$ cat src/rtl/mem_arb_pkg.sv
// -----------------------------------------------------------------------------
// mem_arb_pkg
// Shared definitions for the instruction/data memory port arbiter:
//   - arb_state_e : arbiter FSM states
//   - F3_*        : RV32 funct3 access size/sign encodings for loads and stores
//   - BE_*        : common byte-enable patterns
//   - is_misaligned() : alignment check from access size and address low bits
// -----------------------------------------------------------------------------
package mem_arb_pkg;

    typedef enum logic [1:0] {
        ST_IDLE    = 2'd0,
        ST_IF_WAIT = 2'd1,
        ST_D_WAIT  = 2'd2
    } arb_state_e;

    localparam logic [2:0] F3_LB  = 3'b000;
    localparam logic [2:0] F3_LH  = 3'b001;
    localparam logic [2:0] F3_LW  = 3'b010;
    localparam logic [2:0] F3_LBU = 3'b100;
    localparam logic [2:0] F3_LHU = 3'b101;

    localparam logic [2:0] F3_SB  = 3'b000;
    localparam logic [2:0] F3_SH  = 3'b001;
    localparam logic [2:0] F3_SW  = 3'b010;

    localparam logic [3:0] BE_NONE    = 4'b0000;
    localparam logic [3:0] BE_HALF_LO = 4'b0011;
    localparam logic [3:0] BE_HALF_HI = 4'b1100;
    localparam logic [3:0] BE_WORD    = 4'b1111;

    // size is funct3[1:0]: 00 byte, 01 half, anything else is a word access
    // (loads 011/110/111 behave as lw, so they need word alignment too).
    function automatic logic is_misaligned(input logic [1:0] size,
                                           input logic [1:0] addr_lo);
        logic bad;
        case (size)
            2'b00:   bad = 1'b0;
            2'b01:   bad = addr_lo[0];
            default: bad = (addr_lo != 2'b00);
        endcase
        return bad;
    endfunction

endpackage

$ cat src/rtl/mem_port_arbiter_lsu_align.sv
// -----------------------------------------------------------------------------
// lsu_align
// Combinational lane handling for the data port.
//   Store side (live request): byte/half replication across lanes, byte-enable
//   generation and alignment check.
//   Load side (latched access): lane extraction plus sign/zero extension.
// Ports:
//   req_size_i    [1:0]  funct3[1:0] of the live data request
//   req_addr_lo_i [1:0]  low address bits of the live data request
//   st_wdata_i    [31:0] right-aligned store data
//   ld_f3_i       [2:0]  funct3 of the latched load
//   ld_addr_lo_i  [1:0]  low address bits of the latched load
//   ld_rdata_i    [31:0] raw memory word
//   st_be_o       [3:0]  store byte enables
//   st_wdata_o    [31:0] lane-steered store data
//   misalign_o           live request is misaligned
//   ld_data_o     [31:0] extracted and extended load data
// -----------------------------------------------------------------------------
module lsu_align
    import mem_arb_pkg::*;
(
    input  logic [1:0]  req_size_i,
    input  logic [1:0]  req_addr_lo_i,
    input  logic [31:0] st_wdata_i,
    input  logic [2:0]  ld_f3_i,
    input  logic [1:0]  ld_addr_lo_i,
    input  logic [31:0] ld_rdata_i,
    output logic [3:0]  st_be_o,
    output logic [31:0] st_wdata_o,
    output logic        misalign_o,
    output logic [31:0] ld_data_o
);

    logic [7:0]  ld_byte_s;
    logic [15:0] ld_half_s;

    assign misalign_o = is_misaligned(req_size_i, req_addr_lo_i);

    // Store lane steering: data is replicated so any enabled lane sees it
    always_comb begin
        st_be_o    = BE_WORD;
        st_wdata_o = st_wdata_i;
        case (req_size_i)
            F3_SB[1:0]: begin
                st_be_o    = 4'b0001 << req_addr_lo_i;
                st_wdata_o = {4{st_wdata_i[7:0]}};
            end
            F3_SH[1:0]: begin
                st_be_o    = req_addr_lo_i[1] ? BE_HALF_HI : BE_HALF_LO;
                st_wdata_o = {2{st_wdata_i[15:0]}};
            end
            F3_SW[1:0]: begin
                st_be_o    = BE_WORD;
                st_wdata_o = st_wdata_i;
            end
            default: begin
                st_be_o    = BE_WORD;
                st_wdata_o = st_wdata_i;
            end
        endcase
    end

    // Load lane selection by latched address
    always_comb begin
        ld_half_s = ld_addr_lo_i[1] ? ld_rdata_i[31:16] : ld_rdata_i[15:0];
        case (ld_addr_lo_i)
            2'b00:   ld_byte_s = ld_rdata_i[7:0];
            2'b01:   ld_byte_s = ld_rdata_i[15:8];
            2'b10:   ld_byte_s = ld_rdata_i[23:16];
            2'b11:   ld_byte_s = ld_rdata_i[31:24];
            default: ld_byte_s = ld_rdata_i[7:0];
        endcase
    end

    // Load extension by funct3; unlisted encodings read the full word
    always_comb begin
        case (ld_f3_i)
            F3_LB:   ld_data_o = {{24{ld_byte_s[7]}}, ld_byte_s};
            F3_LH:   ld_data_o = {{16{ld_half_s[15]}}, ld_half_s};
            F3_LBU:  ld_data_o = {24'h000000, ld_byte_s};
            F3_LHU:  ld_data_o = {16'h0000, ld_half_s};
            F3_LW:   ld_data_o = ld_rdata_i;
            default: ld_data_o = ld_rdata_i;
        endcase
    end

endmodule

$ cat config.mk
export PLATFORM = sky130hd
export DESIGN_NAME = lsu_align
export DESIGN_NICKNAME = d
export VERILOG_FILES = /design/src/rtl/mem_arb_pkg.sv /design/src/rtl/mem_port_arbiter_lsu_align.sv
export SDC_FILE = /design/constraint.sdc
export NUM_CORES = 1
export LEC_CHECK = 0
export ABC_AREA = 0
export BUFFER_PORTS_ARGS = -buffer_cell sky130_fd_sc_hd__buf_4
export CAP_MARGIN = 5
export CORE_MARGIN = 2
export CORE_UTILIZATION = 31
export DETAILED_ROUTE_END_ITERATION = 8
export PLACE_DENSITY = 0.9
export SLEW_MARGIN = 30
export SYNTH_ARGS = -nofsm -noshare
export SYNTH_HDL_FRONTEND = slang
export SYNTH_SLANG_ARGS = --single-unit
$ cat constraint.sdc
create_clock -name vclk -period 0.8
set_input_delay 0 -clock vclk [all_inputs]
set_output_delay 0 -clock vclk [all_outputs]
set_load 0.02 [all_outputs]
---- Word-level counts from Yosys, hierarchy flattened ----
Index checks and enable logic that the tools add are counted.
operators by class
  equality and inequality tests ........... 7
  mux-type cells .......................... 7
  div/mod/pow operators ................... 0
  add/subtract/negate cells ............... 0
  shift operators ......................... 1
  $mul .................................... 0
  magnitude comparators ................... 0
  reductions and logical operators ........ 4
  bitwise logic cells ..................... 0
operator list
  cell                   count
  $pmux W32 S4           1
  $pmux W32 S2           1
  $pmux W8 S4            1
  $mux W16               1
  $pmux W4 S2            1
  $eq A3 B3 Y1 const B   2
  $eq A2 B1 Y1 const B   2
  $eq A2 B2 Y1 const B   2
  $logic_not A2 Y1       2
  $mux W4                1
  $shl A1 B2 Y4 const A  1
  $eq A3 B1 Y1 const B   1
  $logic_not A3 Y1       1
  $pmux W1 S2            1
  $reduce_bool A2 Y1     1
word-level totals
  register bits after elaboration ......... 0
  word-level logic and storage cells ...... 19
  output and inout port bits .............. 69
  RAM bits ................................ 0
  bits of input ports ..................... 73
  memories kept ........................... 0
  latch bits .............................. 0
  ROM bits ................................ 0

---- Longest topological paths before layout ----
  depth after elaboration ................. 3
  gate-level depth with buffers ........... 5
  depth with buffers taken out ............ 3

---- Worst setup path after synthesis ----
OpenSTA, ideal clock, no wires.
  path type ............................... input port to output port
  from .................................... input ld_f3_i[2]
  to ...................................... output ld_data_o[16]
  path buffers ............................ 2
  path slack .............................. -288 ps
  arrival ................................. 1088 ps
  stages on the path ...................... 4
  cells stage by stage .................... or2_2 buf_1 clkbuf_1 o21ai_0
between the ends
  longest elaborated chain between the ends .. 2
  elaborated cells between the ends (all ways) .. 5
  those cells by class .................... eq/ne: 3; mux: 1; reduce/logical: 1
RTL lines
  element                               line                              text
  from (decl)                           mem_port_arbiter_lsu_align.sv:25  input logic [2:0] ld_f3_i,
  $eq A3 B3 Y1 (tied with other cells)  mem_port_arbiter_lsu_align.sv:77  case (ld_f3_i)
  $pmux W32 S4 *                        mem_port_arbiter_lsu_align.sv:77
  to (decl)                             mem_port_arbiter_lsu_align.sv:31  output logic [31:0] ld_data_o
Mark *: on every way between the ends. The rest lies on a longest branch, timed or not.

---- Worst setup path in the final report ----
  from .................................... input ld_addr_lo_i[1]
  to ...................................... output ld_data_o[10]
between the ends
  longest elaborated chain between the ends .. 3
  elaborated cells between the ends (all ways) .. 7
  those cells by class .................... eq/ne: 3; mux: 3; reduce/logical: 1
RTL lines
  element                               line                              text
  from (decl)                           mem_port_arbiter_lsu_align.sv:26  input logic [1:0] ld_addr_lo_i,
  $eq A2 B2 Y1 (tied with other cells)  mem_port_arbiter_lsu_align.sv:66  case (ld_addr_lo_i)
  $pmux W8 S4                           mem_port_arbiter_lsu_align.sv:66
  $pmux W32 S4 *                        mem_port_arbiter_lsu_align.sv:77
Marked as above.

==> impl_metrics.prom <==
# TYPE chip_impl_metric gauge
chip_impl_metric{name="critical_path.max_fanout",unit=""} 8
chip_impl_metric{name="globalRouteOverflowTotal",unit=""} 0
chip_impl_metric{name="layout-drive-gt1-share",unit="%"} 71.1
chip_impl_metric{name="grt_first_pass_wirelength",unit="mm"} 8.36
chip_impl_metric{name="routedWlPerCell",unit="um"} 16.2
chip_impl_metric{name="drc",unit=""} 0
chip_impl_metric{name="critPathArrivalTime",unit="ns"} 1.18
chip_impl_metric{name="die-height",unit="um"} 65.6
chip_impl_info{name="cp_slowest_cell",value="sky130_fd_sc_hd__a221o_1"} 1
chip_impl_metric{name="antenna_found_initial",unit=""} 0
chip_impl_metric{name="buffer_ports.inserted",unit=""} 142
chip_impl_metric{name="placement.cell_area",unit="um2"} 2460
chip_impl_metric{name="avgSynthCellArea",unit="um2"} 7.22
chip_impl_metric{name="fp.dieW",unit="um"} 65.6
chip_impl_metric{name="number_of_vias_in_the_routed_layout",unit=""} 1885
chip_impl_metric{name="design.die.area",unit="um2"} 4300
chip_impl_info{name="worst_setup_path_start_kind",value="primary input"} 1
chip_impl_metric{name="worst-path-buf-inv",unit=""} 2
chip_impl_metric{name="final_critical_path_setup_slack",unit="ns"} -0.385
chip_impl_metric{name="std_cell_rows",unit=""} 22
chip_impl_metric{name="min_period_over_period",unit="%"} 148
chip_impl_metric{name="ctsHoldBuffers",unit=""} 0
chip_impl_metric{name="post_cts_repair_setup_buffers",unit=""} 0
chip_impl_metric{name="grt_pass1_vias",unit=""} 1683
chip_impl_metric{name="yosysWarningCount",unit=""} 0
chip_impl_metric{name="ff_latch_area",unit="um2"} 0
chip_impl_metric{name="layout.cell_area.non_filler",unit="um2"} 2620
chip_impl_metric{name="power.density",unit="nW/um2"} 790
chip_impl_metric{name="drt.antenna.violating_nets",unit=""} 0
chip_impl_metric{name="slew_viol_final",unit=""} 0
chip_impl_metric{name="max_stage_delay",unit="ns"} 0.32
chip_impl_metric{name="insertedDiodeCount",unit=""} 0
chip_impl_metric{name="vias_per_cell",unit=""} 5.36
chip_impl_info{name="worstSetupEndpointType",value="output pin"} 1
chip_impl_metric{name="drtPass1Iterations",unit=""} 4
chip_impl_metric{name="leakagePower",unit="nW"} 1.33
chip_impl_metric{name="detailed_place_hpwl",unit="mm"} 4.46
chip_impl_metric{name="netlist_area",unit="um2"} 1180
chip_impl_metric{name="setup_violations",unit=""} 32
chip_impl_metric{name="grt_start_max_net_pins",unit=""} 22
chip_impl_metric{name="detail_route.wirelength",unit="mm"} 5.71
chip_impl_metric{name="core",unit="um2"} 3660
chip_impl_info{name="setup_repair_after_global_routing_missed_its_margin",value="true"} 1
chip_impl_metric{name="layout_min_cycle_time",unit="ns"} 1.18
chip_impl_metric{name="tightest_slew",unit="ns"} 0.388
chip_impl_metric{name="fmaxAchievable",unit="GHz"} 0.844
chip_impl_metric{name="synth-seq-area-share",unit="%"} 0
chip_impl_info{name="timing_worst_setup_path_type",value="in2out"} 1
chip_impl_metric{name="flow.area_growth_from_synthesis",unit="%"} 122
chip_impl_info{name="cp_cell_sequence",value="buf_8 > mux2_4 > a32o_2 > a221o_1 > buf_6"} 1
chip_impl_metric{name="ys_types",unit=""} 27
chip_impl_metric{name="tns_setup",unit="ns"} -8.91
chip_impl_metric{name="clock_buffers",unit=""} 0
chip_impl_metric{name="grt_use_total",unit="%"} 24.2
chip_impl_metric{name="nFlopsAndLatches",unit=""} 0
chip_impl_metric{name="hold_violation_count_in_the_final_report",unit=""} 0
chip_impl_metric{name="top_level_ports",unit=""} 142
chip_impl_metric{name="hold-worst-slack",unit="ns"} 0.226
chip_impl_metric{name="layout.core_utilization",unit="%"} 71.4
chip_impl_metric{name="initial_core_util",unit="%"} 32.1
chip_impl_metric{name="mappedNetlistNets",unit=""} 236
chip_impl_metric{name="synthesis.instances",unit=""} 163
chip_impl_info{name="critPathTopFamily",value="compound AO/OA/AOI/OAI gates"} 1
chip_impl_metric{name="initialDrtViolationCount",unit=""} 111
chip_impl_metric{name="multi_input_area",unit="um2"} 1180
chip_impl_metric{name="layout.filler_cells",unit=""} 292
chip_impl_metric{name="placer_congestion_estimate",unit=""} 0.826
chip_impl_metric{name="irDropWorstVdd",unit="mV"} 0.405
chip_impl_info{name="status",value="complete, but fails checks"} 1
chip_impl_info{name="hp-class",value="in2out"} 1
chip_impl_info{name="failed_checks",value="setup timing"} 1
chip_impl_metric{name="nets",unit=""} 379
chip_impl_metric{name="timing.slew.headroom",unit="%"} 74.0
chip_impl_metric{name="maxCapViolCount",unit=""} 0
chip_impl_metric{name="worstPathRequired",unit="ns"} 0.80
-- stage by stage --
stage	total power, W	setup slack [ns]	std cells
after detailed placement	0.00193	-0.459	352
final	0.00207	-0.385	352
after global placement	0.00190	-0.441	352
after CTS	0.00204	-0.357	352
after floorplan	0.00103	-0.154	163
after global routing	0.00217	-0.399	352
-- path summary, 6_finish.rpt --
path / from / end / slack, ns / depth (start not counted)
worst min-delay path: st_wdata_i[3] / st_wdata_o[3] / 0.23 / 2
worst max-delay path: ld_addr_lo_i[1] / ld_data_o[10] / -0.38 / 5
-- report_power, final --
group	internal, W	switching [W]	leakage, nW
Sequential	0	0	0
Clock	0	0	0
Combinational	0.00107	0.000991	1.33
Total	0.00107	0.000991	1.33
-- layout make-up --
type	count	area share (%)
multi-input combinational	136	45.0
tap	48	2.30
timing repair buffer	166	52.3
inverter	2	0.383
-- kinds of logic (layout without fill, tap and decap cells) --
family                 after synthesis  after routing  synth area share, %
AO/OA/AOI/OAI                       57             57                 35.3
AND/OR/NAND/NOR                     45             45                 19.0
multiplexers                        34             34                 32.2
buffers and inverters               27            168                 13.4
-- cell usage in the layout, fill, tap and decap left out --
master                     netlist  final
sky130_fd_sc_hd__a21oi_1         1      1
sky130_fd_sc_hd__a221o_1        15     15
sky130_fd_sc_hd__a22o_1          8      8
sky130_fd_sc_hd__a22oi_1         1      1
sky130_fd_sc_hd__a31oi_1         1      1
sky130_fd_sc_hd__a32o_2          1      1
sky130_fd_sc_hd__and3b_1         1      1
sky130_fd_sc_hd__buf_12          0      2
sky130_fd_sc_hd__buf_4           9    139
sky130_fd_sc_hd__buf_6           2     24
sky130_fd_sc_hd__buf_8           0      1
sky130_fd_sc_hd__inv_1           1      1
sky130_fd_sc_hd__inv_4           1      1
sky130_fd_sc_hd__mux2_2         24      8
sky130_fd_sc_hd__mux2_4          1     17
sky130_fd_sc_hd__mux2i_1         8      7
sky130_fd_sc_hd__mux2i_2         1      2
sky130_fd_sc_hd__nand2_1        25     25
sky130_fd_sc_hd__nor2_1          6      4
sky130_fd_sc_hd__nor2_2          0      1
sky130_fd_sc_hd__nor2_4          0      1
sky130_fd_sc_hd__nor2b_1         4      1
sky130_fd_sc_hd__nor2b_2         0      2
sky130_fd_sc_hd__nor2b_4         0      1
sky130_fd_sc_hd__nor4_1          1      1
sky130_fd_sc_hd__nor4b_1         7      4
sky130_fd_sc_hd__nor4b_2         0      3
sky130_fd_sc_hd__o211ai_1        1      1
sky130_fd_sc_hd__o21ai_0        24      5
sky130_fd_sc_hd__o21ai_1         0      8
sky130_fd_sc_hd__o21ai_2         0     11
sky130_fd_sc_hd__o21bai_1        5      4
sky130_fd_sc_hd__o21bai_4        0      1
sky130_fd_sc_hd__or2_2           1      1
-- what timing repair did --
item	CTS	global route
resized for setup	38	4
cloned	0	0
endpoints found under the setup margin	45	44
pin swaps	2	0
-- routing by layer --
metal	wire length [um]	global-route usage (%)	up-vias
met5	0	0	-
met4	125	5.21	0
met3	266	1.37	14
met2	3080	44.6	74
met1	2240	30.6	896
li1	-	-	901
-- cell usage after synthesis, drive strengths merged --
library cell | instances | share of area [%]
o211ai | 1 | 0.64
nor2b | 4 | 2.1
and3b | 1 | 0.74
nor4b | 7 | 5.2
a22o | 8 | 6.0
nand2 | 25 | 8.0
a32o | 1 | 0.96
buf | 16 | 9.7
or2 | 1 | 0.53
nor4 | 1 | 0.53
o21ai | 24 | 10
inv | 2 | 0.85
clkbuf | 9 | 2.9
mux2 | 25 | 24
a31oi | 1 | 0.53
mux2i | 9 | 8.0
a22oi | 1 | 0.64
a221o | 15 | 13
nor2 | 6 | 1.9
o21bai | 5 | 3.2
a21oi | 1 | 0.43
Power figures use the tool's default switching activity.
